===== config.mk =====
export PLATFORM = sky130hd
export DESIGN_NAME = i2c_master_v3
export DESIGN_NICKNAME = d
export VERILOG_FILES = /design/src/rtl/i2c_pkg.sv /design/src/rtl/i2c_bit_timer.sv /design/src/rtl/i2c_master_v3.sv
export SDC_FILE = /design/constraint.sdc
export NUM_CORES = 1
export LEC_CHECK = 0
export CORE_MARGIN = 5
export CORE_UTILIZATION = 65
export CTS_CLUSTER_DIAMETER = 100
export DETAILED_ROUTE_END_ITERATION = 16
export DONT_BUFFER_PORTS = 1
export PLACE_DENSITY = 0.84
export SYNTH_ARGS = -nofsm -noshare
export SYNTH_HDL_FRONTEND = slang
export SYNTH_SLANG_ARGS = --single-unit

===== constraint.sdc =====
create_clock -name clk -period 7.05 [get_ports clk]
set_input_delay 1.7625 -clock clk [delete_from_list [all_inputs] [get_ports clk]]
set_output_delay 1.7625 -clock clk [all_outputs]
set_load 0.05 [all_outputs]

===== src/rtl/i2c_pkg.sv =====
`default_nettype none
// ============================================================================
//  Module      : i2c_pkg
//  Description : Shared constants for the i2c_master_v3 block: FSM state
//                encoding, SCL quarter-phase codes and parameter limits.
//  Revision    : 1.0 - initial release
// ============================================================================
package i2c_pkg;

   // FSM state encoding
   localparam int         ST_W       = 4;
   localparam logic [3:0] ST_IDLE    = 4'd0;
   localparam logic [3:0] ST_START   = 4'd1;
   localparam logic [3:0] ST_DEV_W   = 4'd2;
   localparam logic [3:0] ST_ACK_DW  = 4'd3;
   localparam logic [3:0] ST_REG     = 4'd4;
   localparam logic [3:0] ST_ACK_REG = 4'd5;
   localparam logic [3:0] ST_WDATA   = 4'd6;
   localparam logic [3:0] ST_ACK_WD  = 4'd7;
   localparam logic [3:0] ST_RSTART  = 4'd8;
   localparam logic [3:0] ST_DEV_R   = 4'd9;
   localparam logic [3:0] ST_ACK_DR  = 4'd10;
   localparam logic [3:0] ST_RDATA   = 4'd11;
   localparam logic [3:0] ST_MACK    = 4'd12;
   localparam logic [3:0] ST_STOP    = 4'd13;
   localparam logic [3:0] ST_DONE    = 4'd14;

   // SCL quarter phases: Q0/Q1 SCL low, Q2/Q3 SCL high, sample in Q2
   localparam logic [1:0] QP0 = 2'd0;
   localparam logic [1:0] QP1 = 2'd1;
   localparam logic [1:0] QP2 = 2'd2;
   localparam logic [1:0] QP3 = 2'd3;

   // Legal parameter ranges
   localparam int CLK_DIV_MIN    = 2;
   localparam int CLK_DIV_MAX    = 65535;
   localparam int ADDR_BYTES_MIN = 0;
   localparam int ADDR_BYTES_MAX = 2;
   localparam int DATA_BYTES_MIN = 1;
   localparam int DATA_BYTES_MAX = 4;

endpackage
`default_nettype wire


===== src/rtl/i2c_bit_timer.sv =====
`default_nettype none
// ============================================================================
//  Module      : i2c_bit_timer
//  Description : Divides clk into SCL quarter ticks and tracks the quarter
//                phase of the current bit. With I2C_CLK_STRETCH_EN defined the
//                timer holds in Q2 while the sensed SCL line is still low.
//  Revision    : 1.0 - initial release
// ============================================================================
module i2c_bit_timer
   import i2c_pkg::*;
#(
   parameter int CLK_DIV = 250
) (
   input  logic       clk,
   input  logic       rst_n,
   input  logic       i_run,
`ifdef I2C_CLK_STRETCH_EN
   input  logic       i_scl,
`endif
   output logic       o_tick,
   output logic [1:0] o_phase
);

   localparam logic [15:0] CNT_LAST = 16'(CLK_DIV - 1);

   logic [15:0] r_cnt;
   logic [1:0]  r_phase;
   logic        w_hold;

   // Stretch hold: a slave keeping SCL low freezes the high quarter
   always_comb begin
`ifdef I2C_CLK_STRETCH_EN
      w_hold = i_run && (r_phase == QP2) && !i_scl;
`else
      w_hold = 1'b0;
`endif
   end

   assign o_tick  = i_run && !w_hold && (r_cnt == CNT_LAST);
   assign o_phase = r_phase;

   // Quarter counter and phase; cleared whenever the master is not running
   always_ff @(posedge clk or negedge rst_n) begin
      if (!rst_n) begin
         r_cnt   <= 16'd0;
         r_phase <= QP0;
      end else if (!i_run) begin
         r_cnt   <= 16'd0;
         r_phase <= QP0;
      end else if (!w_hold) begin
         if (r_cnt == CNT_LAST) begin
            r_cnt   <= 16'd0;
            r_phase <= r_phase + 2'd1;
         end else begin
            r_cnt <= r_cnt + 16'd1;
         end
      end
   end

endmodule
`default_nettype wire


===== src/rtl/i2c_master_v3.sv =====
`default_nettype none
// ============================================================================
//  Module      : i2c_master_v3
//  Description : I2C register-access master. Write: S, dev+W, reg bytes, data
//                bytes, P. Read: S, dev+W, reg bytes, Sr, dev+R, data bytes
//                (master ACK all but last), P. Slave NACK aborts to STOP.
//                Optional clock stretching via macro I2C_CLK_STRETCH_EN.
//  Revision    : 1.0 - initial release
// ============================================================================
module i2c_master_v3
   import i2c_pkg::*;
#(
   parameter int CLK_DIV    = 250,
   parameter int ADDR_BYTES = 1,
   parameter int DATA_BYTES = 2
) (
   input  logic                                          clk,
   input  logic                                          rst_n,
   input  logic                                          start,
   input  logic                                          rw,
   input  logic [6:0]                                    dev_addr,
   input  logic [8*((ADDR_BYTES == 0) ? 1 : ADDR_BYTES)-1:0] reg_addr,
   input  logic [8*DATA_BYTES-1:0]                       wdata,
   output logic [8*DATA_BYTES-1:0]                       rdata,
   output logic                                          busy,
   output logic                                          done,
   output logic                                          nack_err,
   output logic                                          scl,
   output logic                                          o_sda,
`ifdef I2C_CLK_STRETCH_EN
   input  logic                                          i_scl,
`endif
   input  logic                                          i_sda,
   output logic                                          drv
);

   localparam int         RA_N     = (ADDR_BYTES == 0) ? 1 : ADDR_BYTES;
   localparam int         DW       = 8 * DATA_BYTES;
   localparam logic [1:0] LAST_REG = 2'(RA_N - 1);
   localparam logic [1:0] LAST_DAT = 2'(DATA_BYTES - 1);

   logic [ST_W-1:0]  r_state, w_next;
   logic [2:0]       r_bit;
   logic [1:0]       r_byte;
   logic             r_rw;
   logic [6:0]       r_dev;
   logic [8*RA_N-1:0] r_reg;
   logic [DW-1:0]    r_wdata;
   logic [DW-1:0]    r_rdata;
   logic [7:0]       r_rx;
   logic             r_ackbit;
   logic             r_nack;
   logic             w_run, w_tick, w_bnd, w_samp, w_more, w_txbit;
   logic [1:0]       w_phase, w_ridx, w_didx;
   logic [7:0]       w_txbyte;
   logic             w_scl, w_sda, w_drv;

   assign w_run  = (r_state != ST_IDLE) && (r_state != ST_DONE);
   assign w_bnd  = w_tick && (w_phase == QP3);
   assign w_samp = w_tick && (w_phase == QP2);
   assign w_ridx = LAST_REG - r_byte;
   assign w_didx = LAST_DAT - r_byte;

   i2c_bit_timer #(.CLK_DIV(CLK_DIV)) u_timer (
      .clk     (clk),
      .rst_n   (rst_n),
      .i_run   (w_run),
`ifdef I2C_CLK_STRETCH_EN
      .i_scl   (i_scl),
`endif
      .o_tick  (w_tick),
      .o_phase (w_phase)
   );

   // Byte currently being shifted out, and the bit of it on the wire
   always_comb begin
      w_txbyte = 8'h00;
      case (r_state)
         ST_DEV_W: w_txbyte = {r_dev, 1'b0};
         ST_DEV_R: w_txbyte = {r_dev, 1'b1};
         ST_REG:   w_txbyte = 8'(r_reg >> {w_ridx, 3'b000});
         ST_WDATA: w_txbyte = 8'(r_wdata >> {w_didx, 3'b000});
         default:  w_txbyte = 8'h00;
      endcase
      w_txbit = w_txbyte[3'd7 - r_bit];
   end

   // State register
   always_ff @(posedge clk or negedge rst_n) begin
      if (!rst_n) r_state <= ST_IDLE;
      else        r_state <= w_next;
   end

   // Next-state logic; byte states advance at each bit boundary
   always_comb begin
      w_next = r_state;
      case (r_state)
         ST_IDLE:    if (start) w_next = ST_START;
         ST_START:   if (w_bnd) w_next = (ADDR_BYTES == 0 && r_rw) ? ST_DEV_R : ST_DEV_W;
         ST_DEV_W:   if (w_bnd && r_bit == 3'd7) w_next = ST_ACK_DW;
         ST_ACK_DW:  if (w_bnd) w_next = r_ackbit ? ST_STOP :
                                         (ADDR_BYTES > 0) ? ST_REG : ST_WDATA;
         ST_REG:     if (w_bnd && r_bit == 3'd7) w_next = ST_ACK_REG;
         ST_ACK_REG: if (w_bnd) w_next = r_ackbit ? ST_STOP :
                                         (r_byte != LAST_REG) ? ST_REG :
                                         r_rw ? ST_RSTART : ST_WDATA;
         ST_WDATA:   if (w_bnd && r_bit == 3'd7) w_next = ST_ACK_WD;
         ST_ACK_WD:  if (w_bnd) w_next = (r_ackbit || r_byte == LAST_DAT) ? ST_STOP : ST_WDATA;
         ST_RSTART:  if (w_bnd) w_next = ST_DEV_R;
         ST_DEV_R:   if (w_bnd && r_bit == 3'd7) w_next = ST_ACK_DR;
         ST_ACK_DR:  if (w_bnd) w_next = r_ackbit ? ST_STOP : ST_RDATA;
         ST_RDATA:   if (w_bnd && r_bit == 3'd7) w_next = ST_MACK;
         ST_MACK:    if (w_bnd) w_next = (r_byte == LAST_DAT) ? ST_STOP : ST_RDATA;
         ST_STOP:    if (w_bnd) w_next = ST_DONE;
         ST_DONE:    w_next = ST_IDLE;
         default:    w_next = ST_IDLE;
      endcase
   end

   // Another byte of the same kind follows the acknowledge just completed
   assign w_more = ((r_state == ST_ACK_REG) && (w_next == ST_REG))   ||
                   ((r_state == ST_ACK_WD)  && (w_next == ST_WDATA)) ||
                   ((r_state == ST_MACK)    && (w_next == ST_RDATA));

   // Datapath: request capture, bit/byte counters, sampling, status
   always_ff @(posedge clk or negedge rst_n) begin
      if (!rst_n) begin
         r_bit    <= 3'd0;
         r_byte   <= 2'd0;
         r_rw     <= 1'b0;
         r_dev    <= 7'd0;
         r_reg    <= '0;
         r_wdata  <= '0;
         r_rdata  <= '0;
         r_rx     <= 8'd0;
         r_ackbit <= 1'b0;
         r_nack   <= 1'b0;
      end else if (r_state == ST_IDLE) begin
         if (start) begin
            r_rw    <= rw;
            r_dev   <= dev_addr;
            r_reg   <= reg_addr;
            r_wdata <= wdata;
            r_rdata <= '0;
            r_nack  <= 1'b0;
            r_bit   <= 3'd0;
            r_byte  <= 2'd0;
         end
      end else begin
         if (w_samp) begin
            r_ackbit <= i_sda;
            if (r_state == ST_RDATA) r_rx <= {r_rx[6:0], i_sda};
         end
         if (w_bnd) begin
            r_bit <= (w_next == r_state) ? r_bit + 3'd1 : 3'd0;
            if (w_more)
               r_byte <= r_byte + 2'd1;
            else if (r_state == ST_ACK_DW || r_state == ST_ACK_REG || r_state == ST_ACK_DR)
               r_byte <= 2'd0;
            if ((r_state == ST_ACK_DW || r_state == ST_ACK_REG ||
                 r_state == ST_ACK_WD || r_state == ST_ACK_DR) && r_ackbit)
               r_nack <= 1'b1;
            if (r_state == ST_RDATA && r_bit == 3'd7)
               r_rdata <= r_rdata | (DW'(r_rx) << {w_didx, 3'b000});
         end
      end
   end

   // Bus drive per state and quarter; idle/reset leaves both lines released
   always_comb begin
      w_scl = 1'b1;
      w_sda = 1'b1;
      w_drv = 1'b0;
      case (r_state)
         ST_START: begin
            w_drv = 1'b1;
            w_sda = !w_phase[1];
         end
         ST_RSTART: begin
            w_drv = 1'b1;
            w_scl = (w_phase != QP0);
            w_sda = !w_phase[1];
         end
         ST_STOP: begin
            w_drv = 1'b1;
            w_scl = (w_phase != QP0);
            w_sda = w_phase[1];
         end
         ST_DONE: w_drv = 1'b1;
         ST_DEV_W, ST_DEV_R, ST_REG, ST_WDATA: begin
            w_drv = 1'b1;
            w_scl = w_phase[1];
            w_sda = w_txbit;
         end
         ST_ACK_DW, ST_ACK_REG, ST_ACK_WD, ST_ACK_DR, ST_RDATA: begin
            w_scl = w_phase[1];
         end
         ST_MACK: begin
            w_drv = 1'b1;
            w_scl = w_phase[1];
            w_sda = (r_byte == LAST_DAT);
         end
         default: ;
      endcase
   end

   assign scl      = w_scl;
   assign o_sda    = w_sda;
   assign drv      = w_drv;
   assign busy     = (r_state != ST_IDLE);
   assign done     = (r_state == ST_DONE);
   assign nack_err = r_nack;
   assign rdata    = r_rdata;

endmodule
`default_nettype wire

==> results of run 1 <==
## worst reg2reg max path, delay by kind of cell, from the launching register on
| kind | cells | cell delay (ps) |
|---|---|---|
| compound gates | 2 | 370 |
| xor+xnor | 1 | 170 |
| simple gates | 3 | 1330 |
| buf+inv | 1 | 360 |
| flops | 1 | 890 |
## cell type report
cell class              count  area (um2)  area share (%)
clock buffers               9         124            2.71
clock inverters             7        91.3            2.00
inverters                  13        48.8            1.07
multi-input cells         350        2060            45.2
flip-flops and latches     85        2130            46.6
well taps                  77        96.3            2.11
repair buffers              2        15.0           0.329
## worst max-delay path by stage
stage / from / endpoint / slack (ps)
after floorplan: r_byte[0]$_DFFE_PN0P_ / o_sda / 2110
after global placement: r_state[2]$_DFF_PN0_ / o_sda / 1740
after detailed placement: r_state[2]$_DFF_PN0_ / o_sda / 1590
after CTS: r_state[2]$_DFF_PN0_ / o_sda / 1180
after global routing: r_state[2]$_DFF_PN0_ / o_sda / 810
final: r_state[2]$_DFF_PN0_ / o_sda / 1100
## through the flow
| stage | cell area [um2] | setup WS, ps | std cells |
|---|---|---|---|
| 6_report | 4560 | 1100 | 543 |
| 4_1_cts | 4560 | 1180 | 543 |
| 5_1_grt | 4560 | 812 | 543 |
| 3_5_place_dp | 4350 | 1590 | 527 |
| 2_1_floorplan | 4340 | 2110 | 472 |
| 3_3_place_gp | 4350 | 1740 | 527 |
## per-layer routing
metal	vias up	global-route usage (%)	part of all wire, %
met2	127	38.0	50
met3	14	6.14	7.2
li1	1596	-	-
met1	1648	31.4	42
met4	0	8.67	1.3
met5	-	0	0
## report_power, final
part	total [mW]	internal (mW)	switching, mW
Clock	0.354	0.143	0.211
Sequential	0.488	0.487	0.000348
Combinational	0.000506	0.000442	0.0000630
## layout by cell type, fill, tap and decap left out, types with 2 or more instances in the layout
master,instances
dfrtp_1,85
inv_6,2
clkbuf_8,9
a21oi_1,33
nand2_1,118
nor4b_1,2
nand3_1,10
a41oi_1,2
inv_1,13
xor2_1,8
nor2b_1,5
clkinv_8,4
buf_4,2
nand4_1,4
a221o_1,2
xnor2_1,6
a222oi_1,7
o21ai_0,17
o21ai_1,2
nand2b_1,7
ha_1,9
and3_1,9
o22ai_1,2
a211oi_2,2
a31o_1,3
mux2i_1,3
nor3_1,5
mux2_2,18
or3_1,6
nor2_1,45
## synth_stat cells, types with 3 or more instances
master | number | area share (%)
nand2_1 | 118 | 10
dfrtp_1 | 85 | 49
nor2_1 | 45 | 3.9
a21oi_1 | 33 | 3.8
clkbuf_1 | 19 | 1.6
mux2_2 | 18 | 4.7
o21ai_0 | 17 | 2.0
inv_1 | 13 | 1.1
nand3_1 | 10 | 1.2
and3_1 | 9 | 1.3
ha_1 | 9 | 2.6
xor2_1 | 8 | 1.6
a222oi_1 | 7 | 1.6
nand2b_1 | 7 | 1.0
or3_1 | 6 | 0.87
xnor2_1 | 6 | 1.2
nor2b_1 | 5 | 0.72
nor3_1 | 5 | 0.58
nand4_1 | 4 | 0.58
a31o_1 | 3 | 0.61
mux2i_1 | 3 | 0.69
## cell families (layout without fill, tap and decap cells)
logic type,after synthesis,count (layout),synth area share [%]
buf+inv,37,31,3.43
compound gates,80,80,11.9
flops,85,85,49.0
xor+xnor,15,15,3.20
simple gates,224,224,23.9
fa+ha+maj,9,9,2.60
mux,22,22,5.89
==> impl_metrics.ini, run 1 <==
[logic_synthesis]
synthArstFlopShare_pct = 100
synth_edf_count = 0
ys_seq_elements = 85
synthFlopType = dfrtp_1
ys_seq_area_share_pct = 49.0
synth_warnings = 0
synth_cell_types = 55
synth_area_per_cell_um2 = 9.19
syn_nets = 517
syn_inst = 472
syn_area_mm2 = 0.00434

[clocking]
cts_setup_buffers = 0
cts_tree = built
cts.reportedPaths.clkPinSlew_ps = 90
cts_resized = 0
clk_path_buf_depth = 2
root_buffer = clkbuf_8
hold_buffers = 0
cts_buffers = 9
clock_latency_ps = 370
htreeDepth = 3
clock-sinks = 85

[critical_path]
crit_buf_inv = 0
worst_setup_path_start_kind = flop
reg2reg_depth = 7
rrSetupSlack_ps = 3820
crit_slowest_cell = o21ai_1
cp_max_fo = 25
crit_type = flop to output port
cp.depth = 7
end_kind = output port
crit_top_cell = nor2b_1
cp_data_arrival_time_ps = 4190
r2r-start = r_state[0]$_DFF_PN0_
crit_family = simple AND/OR/NAND/NOR gates
rr_endpoint = r_bit[0]$_DFFE_PN0P_
critical_path_required_ps = 5290
critPathMaxStageDelay_ps = 810
worstPathCellList = nor2b_1, nand2_1, nor3_1, a222oi_1, mux4_2, nor2b_1, o21ai_1

[detailed_routing]
vias = 3385
wl_per_cell_um = 17.6
drt-total-wl_um = 9570
drc = 0
ant_nets = 0
drt_iter0_drc = 280
routed_via_density = 6.23
dr.pass1.iters = 6

[power]
ir_drop_mv = 0.164
p_per_area_mw_per_mm2 = 185
power.total_mw = 0.842
p_leak_nw = 2.24

[floorplanning]
die_area_mm2 = 0.00841
rows = 29
chipHeight_um = 91.7
die_w_um = 91.7
core_mm2 = 0.00642
initial_utilization_pct = 67.5
pin_count = 58

[final_layout]
fin_util_pct = 71.1
drive_gt1_share_pct = 10.5
fillers = 463
num-nets-final = 506
diodes = 0
area_delta_synth_final_pct = 5.22

[grt]
grt_pass1_wl_um = 15900
antenna_found_initial = 0
overflow = 0
globalRouteTotalUtil_pct = 23.8
grt_pass1_vias = 3203
grt_max_degree = 86

[sta]
worst_pin_slew_ps = 1060
fin_tns_setup_ps = 0
slew_violations = 0
rsz0062_at_grt = no
timing.final.crit_period_ps = 5950
setup_viol = 0
skew_ps = 13.5
fin_crit_sh_pct = 84.4
whs_ps = 490
finalHoldViolCount = 0
slew_headroom_pct = 29.6
fmax_mhz = 168

[min_path]
hp-class = flop to flop
hold_depth = 2
hold_end = r_reg[3]$_DFFE_PN0P_
min_from = r_reg[3]$_DFFE_PN0P_

[run_status]
outcome = finished, final reports clean

[placed_design]
globalplace.congestion = 0.954
numPortBuffers = 0
dpl.hpwl_um = 6670

[job]
cap_violations = 0
Power figures use the tool's default switching activity.
==> inputs of run 2 (changes only) <==
- CORE_UTILIZATION: 65 -> 63
- PLACE_DENSITY: 0.84 -> 0.82
- clock period: 7.05 -> 6.24 ns (I/O delays scaled with it)
==> run 2 against run 1 <==
Compared with the run above: power grew 8.3%; wire length is 1.8% higher; sequential share of layout area up 0.32 points; final cell count is 0.37% higher; global-route usage increased by 0.16 points; highest routed layer unchanged; die area grew 2.8%; critical path type unchanged; clock power rose by 2%; register-to-register slack got worse by 760 ps; hold slack worse by 11 ps.
==> impl_metrics.ini, run 2 (synthesis gave the netlist of run 1 again) <==
[run_status]
outcome = finished, final reports clean

[detailed_routing]
wl_per_cell_um = 17.9
ant_nets = 0
drt-total-wl_um = 9740
vias = 3424
routed_via_density = 6.28
drt_iter0_drc = 514
dr.pass1.iters = 7
drc = 0

[critical_path]
critical_path_required_ps = 4680
crit_slowest_cell = dfrtp_1
cp_max_fo = 25
crit_top_cell = nor2b_1
critPathMaxStageDelay_ps = 780
worstPathCellList = nor2b_1, nand2_1, nor3_1, a222oi_1, mux4_2, nor2b_1, o21ai_1, buf_4
end_kind = output port
cp_data_arrival_time_ps = 3780
crit_type = flop to output port
worst_setup_path_start_kind = flop

[sta]
rsz0062_at_grt = no
fmax_mhz = 187
fin_tns_setup_ps = 0
skew_ps = 9.14
setup_viol = 0
slew_headroom_pct = 29.0
fin_crit_sh_pct = 85.6
slew_violations = 0
worst_pin_slew_ps = 1070
whs_ps = 479
finalHoldViolCount = 0
timing.final.crit_period_ps = 5340

[floorplanning]
die_w_um = 93.0
core_mm2 = 0.00676
chipHeight_um = 93.0
pin_count = 58
die_area_mm2 = 0.00864
rows = 30
initial_utilization_pct = 64.2

[final_layout]
layout_commonest_cell = nand2_1
drive_gt1_share_pct = 10.5
layout_common_cells = 118 x nand2_1, 85 x dfrtp_1, 45 x nor2_1
area_delta_synth_final_pct = 4.50
num-nets-final = 506
diodes = 0

[clocking]
hold_buffers = 0
cts_resized = 0
root_buffer = clkbuf_8
cts.reportedPaths.clkPinSlew_ps = 90
cts_buffers = 9
clk_path_buf_depth = 2
cts_setup_buffers = 0
cts_tree = built
htreeDepth = 3
clock_latency_ps = 360
clock-sinks = 85

[grt]
grt_pass1_vias = 3253
grt_max_degree = 86
antenna_found_initial = 0
globalRouteTotalUtil_pct = 23.9
grt_pass1_wl_um = 16300
overflow = 0

[placed_design]
dpl.hpwl_um = 6800
numPortBuffers = 0
globalplace.congestion = 0.941

[power]
p_per_area_mw_per_mm2 = 201
ir_drop_mv = 0.157
p_leak_nw = 2.22

[job]
cap_violations = 0

[min_path]
hp-class = flop to flop
## run 2: changes by cell type in the layout (fill, tap and decap cells not counted)
cell	change
clkinv_8	-4
clkinvlp_4	+2
inv_8	+2
and3_1	-1
and3_2	+1
clkinv_4	-1
## run 2: path summary, 6_finish.rpt
kind | cells past startpoint | from | slack [ps] | endpoint
worst max-delay path | 8 | r_state[2]$_DFF_PN0_ | 900 | o_sda
worst max register to register | 7 | r_state[0]$_DFF_PN0_ | 3060 | r_byte[1]$_DFFE_PN0P_
worst min-delay path | 2 | r_wdata[4]$_DFFE_PN0P_ | 480 | r_wdata[4]$_DFFE_PN0P_
max in group asynchronous | 0 | rst_n | 5200 | nack_err$_DFFE_PN0P_
worst min register to register | 2 | r_wdata[4]$_DFFE_PN0P_ | 480 | r_wdata[4]$_DFFE_PN0P_
min in group asynchronous | 0 | rst_n | 890 | r_state[3]$_DFF_PN0_
## run 2: metal layers
layer	GRT usage, %	up-vias	wire [um]
met3	8.61	17	1040
met4	5.25	0	123
met1	34.2	1636	4210
met2	35.0	183	4370
li1	-	1588	-
met5	0	-	0
## run 2: area by class of cell
type | instances | area (um2)
Clock inverter | 6 | 55.1
Tap cell | 80 | 100
Inverter | 13 | 48.8
Fill cell | 515 | 2220
Timing Repair Buffer | 2 | 15.0
Sequential cell | 85 | 2130
Multi-Input combinational cell | 350 | 2060
Clock buffer | 9 | 124
## run 2: power by group
group	switching, mW	internal [mW]
registers	0.000370	0.551
logic	0.000109	0.000503
clock network	0.209	0.151
## run 2: metrics by stage
step	cell area (um2)	total power [mW]	util, %	worst slack (ps)	instances
3_3_place_gp	4350	0.563	64.4	1570	530
3_5_place_dp	4350	0.563	64.4	1450	530
4_1_cts	4530	0.921	67.1	1050	545
5_1_grt	4530	0.949	67.1	547	545
2_1_floorplan	4340	0.563	-	1510	472
6_report	4530	0.912	67.1	898	545
## run 2: critical path, delay by kind of cell, from the launching register on
family | cells | cell delay, ps
AOI/OAI and AO/OA | 2 | 440
buffers and inverters | 1 | 230
DFF | 1 | 780
muxes | 1 | 490
and+or+nand+nor | 4 | 1490
